## src/rtl/audio_frame_serializer.sv

```systemverilog
// Multi-channel PCM frame serializer: one-deep holding buffer in front of a
// shift register, with self-generated bit clock, word select / frame sync and underrun flag.
module audio_frame_serializer #(
    parameter int DATA_W    = 16,
    parameter int CHANNELS  = 2,
    parameter int BIT_DIV   = 4,
    parameter int MSB_FIRST = 1
) (
    input  logic                         clk,
    input  logic                         rst,
    input  logic                         enable,
    input  logic [CHANNELS*DATA_W-1:0]   s_data,
    input  logic                         s_valid,
    output logic                         s_ready,
    output logic                         sclk,
    output logic                         sdata,
    output logic                         lrclk,
    output logic                         underrun,
    output logic                         busy
);

    localparam int FRAME_W = CHANNELS * DATA_W;
    localparam int DIV_W   = (BIT_DIV > 1) ? $clog2(BIT_DIV) : 1;
    localparam int CNT_W   = (FRAME_W > 1) ? $clog2(FRAME_W) : 1;

    logic [FRAME_W-1:0] frame_in;
    logic [FRAME_W-1:0] hold_q, hold_d;
    logic               hold_full_q, hold_full_d;
    logic [FRAME_W-1:0] shreg_q, shreg_d;
    logic [DIV_W-1:0]   div_cnt_q, div_cnt_d;
    logic [CNT_W-1:0]   bit_cnt_q, bit_cnt_d;
    logic               sclk_q, sclk_d;
    logic               lrclk_q, lrclk_d;
    logic               underrun_q, underrun_d;
    logic               busy_q, busy_d;
    logic               tick, boundary, accept;

    // Channel 0 must sit at whichever end of the shift register is emitted first.
    for (genvar k = 0; k < CHANNELS; k++) begin : g_ch
        if (MSB_FIRST != 0) begin : g_msb
            assign frame_in[(CHANNELS-1-k)*DATA_W +: DATA_W] = s_data[k*DATA_W +: DATA_W];
        end else begin : g_lsb
            assign frame_in[k*DATA_W +: DATA_W] = s_data[k*DATA_W +: DATA_W];
        end
    end

    assign s_ready = !hold_full_q && !rst;
    assign accept  = s_valid && s_ready;
    assign tick     = enable && (div_cnt_q == DIV_W'(BIT_DIV - 1));
    assign boundary = tick && (bit_cnt_q == CNT_W'(FRAME_W - 1));

    always_comb begin
        hold_d      = hold_q;
        hold_full_d = hold_full_q;
        shreg_d     = shreg_q;
        div_cnt_d   = div_cnt_q;
        bit_cnt_d   = bit_cnt_q;
        sclk_d      = sclk_q;
        lrclk_d     = lrclk_q;
        underrun_d  = 1'b0;
        busy_d      = busy_q;

        if (!enable) begin
            div_cnt_d = '0;
            bit_cnt_d = CNT_W'(FRAME_W - 1);
            shreg_d   = '0;
            sclk_d    = 1'b0;
            lrclk_d   = 1'b0;
            busy_d    = 1'b0;
        end else begin
            div_cnt_d = tick ? '0 : div_cnt_q + DIV_W'(1);
            sclk_d    = (div_cnt_d >= DIV_W'(BIT_DIV / 2));
            if (tick) begin
                bit_cnt_d = boundary ? '0 : bit_cnt_q + CNT_W'(1);
                if (boundary) begin
                    if (hold_full_q) begin
                        shreg_d = hold_q;
                        busy_d  = 1'b1;
                    end else begin
                        shreg_d    = '0;
                        busy_d     = 1'b0;
                        underrun_d = 1'b1;
                    end
                end else if (MSB_FIRST != 0) begin
                    shreg_d = {shreg_q[FRAME_W-2:0], 1'b0};
                end else begin
                    shreg_d = {1'b0, shreg_q[FRAME_W-1:1]};
                end
                if (CHANNELS == 2) begin
                    lrclk_d = (bit_cnt_d >= CNT_W'(DATA_W));
                end else begin
                    lrclk_d = (bit_cnt_d == '0);
                end
            end
        end

        // A boundary only empties hold when it was full, so it never races a handshake.
        if (boundary && hold_full_q) begin
            hold_full_d = 1'b0;
        end
        if (accept) begin
            hold_d      = frame_in;
            hold_full_d = 1'b1;
        end
    end

    always_ff @(posedge clk) begin
        if (rst) begin
            hold_q      <= '0;
            hold_full_q <= 1'b0;
            shreg_q     <= '0;
            div_cnt_q   <= '0;
            bit_cnt_q   <= CNT_W'(FRAME_W - 1);
            sclk_q      <= 1'b0;
            lrclk_q     <= 1'b0;
            underrun_q  <= 1'b0;
            busy_q      <= 1'b0;
        end else begin
            hold_q      <= hold_d;
            hold_full_q <= hold_full_d;
            shreg_q     <= shreg_d;
            div_cnt_q   <= div_cnt_d;
            bit_cnt_q   <= bit_cnt_d;
            sclk_q      <= sclk_d;
            lrclk_q     <= lrclk_d;
            underrun_q  <= underrun_d;
            busy_q      <= busy_d;
        end
    end

    assign sclk     = sclk_q;
    assign sdata    = (MSB_FIRST != 0) ? shreg_q[FRAME_W-1] : shreg_q[0];
    assign lrclk    = lrclk_q;
    assign underrun = underrun_q;
    assign busy     = busy_q;

endmodule
```

## config.mk

```make
export PLATFORM = sky130hd
export DESIGN_NAME = audio_frame_serializer
export DESIGN_NICKNAME = d
export VERILOG_FILES = /design/src/rtl/audio_frame_serializer.sv
export SDC_FILE = /design/constraint.sdc
export NUM_CORES = 1
export LEC_CHECK = 0
export ABC_AREA = 0
export BUFFER_PORTS_ARGS = -buffer_cell sky130_fd_sc_hd__buf_2
export CORE_UTILIZATION = 61
export DETAILED_ROUTE_END_ITERATION = 7
export PLACE_DENSITY = 0.84
export REMOVE_ABC_BUFFERS = 1
export SYNTH_ARGS = -nofsm -noshare
export SYNTH_HDL_FRONTEND = slang
export SYNTH_SLANG_ARGS = --single-unit
export TNS_END_PERCENT = 50
```

## constraint.sdc

```tcl
create_clock -name clk -period 2.5 [get_ports clk]
set_input_delay 0.25 -clock clk [delete_from_list [all_inputs] [get_ports clk]]
set_output_delay 0.25 -clock clk [all_outputs]
set_load 0.05 [all_outputs]
```

==> Implementation_results.wiki <==
{| class="wikitable"
! Metric !! Value
|-
| Synthesis-to-layout area growth || 12.3%
|-
| First drt pass iteration count || 4
|-
| Gate count after technology mapping || 367
|-
| Root buf cell || sky130_fd_sc_hd__clkbuf_8
|-
| Setup skew after layout || 0.00770 ns
|-
| Via count of the first global-routing pass || 2184
|-
| Synth unique cells || 27
|-
| Final HPWL from detailed placement || 3.55 mm
|-
| Final hold slack || 0.0917 ns
|-
| # port buffers || 41
|-
| Worst path max stage delay || 0.55 ns
|-
| Number of placement rows || 25
|-
| Synthesis-stage register bit count || 75
|-
| Most used flip-flop cell after synthesis || sky130_fd_sc_hd__dfxtp_1
|-
| Initial core utilization || 64.3%
|-
| GRT Total Usage || 24.6%
|-
| Final setup violation count || 0
|-
| Startpoint of the lowest-slack hold path || s_data[25]
|-
| Crit path launch type || flop
|-
| Cells on worst reg2reg path || 6
|-
| Top-area cell type share of the netlist area || 48.8%
|-
| Layout cell share with drive strength beyond 1 || 15.8%
|-
| Startpoint of the worst-slack reg-to-reg timing path || bit_cnt_q[0]$_SDFFE_PP1P_
|-
| Required time reported for the critical path endpoint || 2.76 ns
|-
| Die Y-Extent || 73.0 µm
|-
| First-pass GRT wire length || 9.76 mm
|-
| Actual transition at the worst max-transition pin || 0.606 ns
|-
| Destination of the worst hold path || hold_q[9]$_SDFFE_PP0P_
|-
| Placement-stage worst setup slack || 0.252 ns
|-
| Skew-Pair Late Insertion Delay || 0.35 ns
|-
| Mean area per synthesized cell || 8.39 µm²
|-
| Setup ws final || 0.565 ns
|-
| Cell type of the slowest stage on the worst timing path || sky130_fd_sc_hd__and2_2
|-
| Clock tree from TritonCTS || yes
|-
| Number of violations of the max-capacitance limit || 0
|-
| Endpoint kind of the worst setup timing path || flop
|-
| Core outline area || 4790 µm²
|-
| Dpl cell area || 3250 µm²
|-
| Post-synthesis instance area || 3080 µm²
|-
| Final ANT Viol Nets || 0
|-
| Violation count after the first detailed-route iteration || 178
|-
| Largest net degree at the start of global routing || 65
|-
| DRC Markers || 0
|-
| Total length of routed wires || 5.95 mm
|-
| Crit path arrival time || 2.20 ns
|-
| Synth area leader || sky130_fd_sc_hd__dfxtp_1
|-
| Die Span X || 73.0 µm
|-
| Post-Route Utilization || 72.2%
|-
| Detailed-route wire length per cell || 12.8 µm
|-
| FFs w/ async S/R, synth || 0%
|-
| Fmax || 0.517 GHz
|-
| Clock buffer depth || 2
|-
| Total via count in the routed design || 2457
|-
| Worst path cell trace || ha_1 > and3_1 > ha_1 > and2_2 > a21oi_1 > a21oi_1
|-
| Critical R2R Capture || shreg_q[4]$_SDFFE_PP0P_
|-
| Final non-filler cell total || 466
|-
| Antenna Cells || 0
|-
| Max Slew Vio Count || 0
|-
| H-Tree Level Count || 3
|-
| LEAKAGE || 1.26 nW
|-
| Combined buffer and inverter count along the critical path || 0
|-
| Gate family responsible for the most delay along the worst path || simple AND/OR/NAND/NOR gates
|-
| Highest fanout seen on the critical path || 32
|-
| Clock tree sinks || 75
|-
| Count of boundary I/O pins || 42
|-
| RSZ-0062 raised after global routing || no
|-
| Vias per cell || 5.27
|-
| Kind of path behind the tightest hold check || input pin to flop
|-
| Initial antenna violation count || 0
|-
| Overflow after GRT || 0
|-
| Post-route cell area || 3460 µm²
|-
| Status || completed
|-
| Count of flip-flops with a built-in enable after synthesis || 0
|-
| Worst setup path class || flop to flop
|-
| Die Outline Area || 5330 µm²
|-
| Sequential share of the synthesized area || 48.8%
|-
| Synth area leaders || sky130_fd_sc_hd__dfxtp_1, sky130_fd_sc_hd__a21oi_1, sky130_fd_sc_hd__o21ai_0
|-
| Clock slew seen by the registers of the worst setup and hold paths || 0.08 ns
|-
| Routability cong. || 0.742
|-
| Endpoints failing hold || 0
|-
| Cell count after placement || 451
|-
| Number of buffers created by CTS || 9
|-
| Register-to-register setup slack || 0.56 ns
|-
| Count of yosys warnings during synthesis || 0
|-
| Final-stage net count || 434
|-
| Time the worst path needs with I/O delays and setup || 1.94 ns
|-
| Depth of the worst hold-timing path || 3
|-
| Post-route fraction of the period consumed by the critical path || 77.4%
|-
| Total power divided by cell area || 696 nW/µm²
|-
| Critical path depth in cells || 6
|-
| Worst setup path startpoint || bit_cnt_q[0]$_SDFFE_PP1P_
|-
| Setup Fix Bufs, Post-CTS || 0
|-
| Max-slew headroom || 59.6%
|-
| Maximum ir drop on the vdd rail || 0.000473 V
|}
registers in the layout, summed over array words and instances (netlist names):
register,cells
div_cnt_q,2
underrun,1
lrclk,1
hold_q,32
hold_full_q,1
bit_cnt_q,5
busy,1
shreg_q,32
cell type report:
class | count | area, µm²
clock buffers | 13 | 149
clock inverters | 2 | 60.1
fillers | 388 | 1330
multi-input cells | 262 | 1410
flip-flops and latches | 75 | 1500
well taps | 67 | 83.8
repair buffers | 47 | 250
Yosys cell counts, types with 2 or more instances:
| cell | count |
|---|---|
| sky130_fd_sc_hd__a21oi_1 | 66 |
| sky130_fd_sc_hd__nand3_1 | 5 |
| sky130_fd_sc_hd__dfxtp_1 | 75 |
| sky130_fd_sc_hd__nand2b_1 | 36 |
| sky130_fd_sc_hd__buf_6 | 3 |
| sky130_fd_sc_hd__buf_4 | 5 |
| sky130_fd_sc_hd__buf_2 | 10 |
| sky130_fd_sc_hd__ha_1 | 3 |
| sky130_fd_sc_hd__clkbuf_2 | 2 |
| sky130_fd_sc_hd__clkbuf_1 | 9 |
| sky130_fd_sc_hd__o21ai_0 | 59 |
| sky130_fd_sc_hd__nor2b_1 | 32 |
| sky130_fd_sc_hd__o21ai_1 | 8 |
| sky130_fd_sc_hd__and2_1 | 2 |
| sky130_fd_sc_hd__nor2_1 | 2 |
| sky130_fd_sc_hd__nand2_1 | 39 |
worst max path at each step:
stage	end	slack, ns
floorplan	bit_cnt_q[3]$_SDFFE_PP1P_	-0.28
global placement	shreg_q[24]$_SDFFE_PP0P_	0.37
finish	shreg_q[4]$_SDFFE_PP0P_	0.56
detailed placement	shreg_q[15]$_SDFFE_PP0P_	0.25
global route	shreg_q[4]$_SDFFE_PP0P_	0.41
CTS	shreg_q[4]$_SDFFE_PP0P_	0.21
worst reg2reg max path, stage by stage, from the launching register on:
cell	delay (ns)
sky130_fd_sc_hd__dfxtp_1	0.39
sky130_fd_sc_hd__ha_1	0.22
sky130_fd_sc_hd__and3_1	0.17
sky130_fd_sc_hd__ha_1	0.15
sky130_fd_sc_hd__and2_2	0.55
sky130_fd_sc_hd__a21oi_1	0.16
sky130_fd_sc_hd__a21oi_1	0.21
power breakdown:
part / total (W) / internal (W) / switching, W
Combinational: 0.000145 / 0.0000609 / 0.0000838
Sequential: 0.00126 / 0.00124 / 0.0000254
Clock: 0.000998 / 0.000586 / 0.000412
timing repair:
action | 4_1_cts | 5_1_grt
setup endpoints to repair | 0 | 1
hold buffers | 0 | 0
gates resized for setup | 0 | 1
kinds of logic (layout without fill, tap and decap cells):
| group | after synthesis | in the layout | share of synthesized area (%) |
|---|---|---|---|
| simple gates | 123 | 123 | 22.0 |
| mux | 1 | 1 | 0.325 |
| fa+ha+maj | 3 | 3 | 1.22 |
| flops | 75 | 75 | 48.8 |
| buf+inv | 30 | 62 | 5.49 |
| compound gates | 135 | 135 | 22.2 |
per-stage QoR:
stage / TNS, ns / total power, W
3_3_place_gp: 0 / 0.00143
4_1_cts: 0 / 0.00243
2_1_floorplan: -1.38 / 0.00136
3_5_place_dp: 0 / 0.00143
6_report: 0 / 0.00240
5_1_grt: 0 / 0.00251
cell usage in the layout (no fill, tap or decap), drive strengths merged:
cell type / n
nor4b: 1
bufinv: 2
ha: 3
nand3: 5
o21ai: 67
and2: 2
clkbuf: 13
or4: 1
nor2b: 33
nand2: 39
nor3b: 1
o211a: 1
a31oi: 1
dfxtp: 75
nor2: 2
nand4: 1
a21oi: 66
and3: 1
buf: 47
nor3: 1
mux2i: 1
nand2b: 36
per-layer routing:
layer | part of all wire [%] | global-route usage, %
met5 | 0 | 0
met3 | 3.8 | 9.39
met2 | 47 | 38.9
met1 | 48 | 29.1
met4 | 1.7 | 12.2
Note: power is estimated with default switching activity, not from simulation.
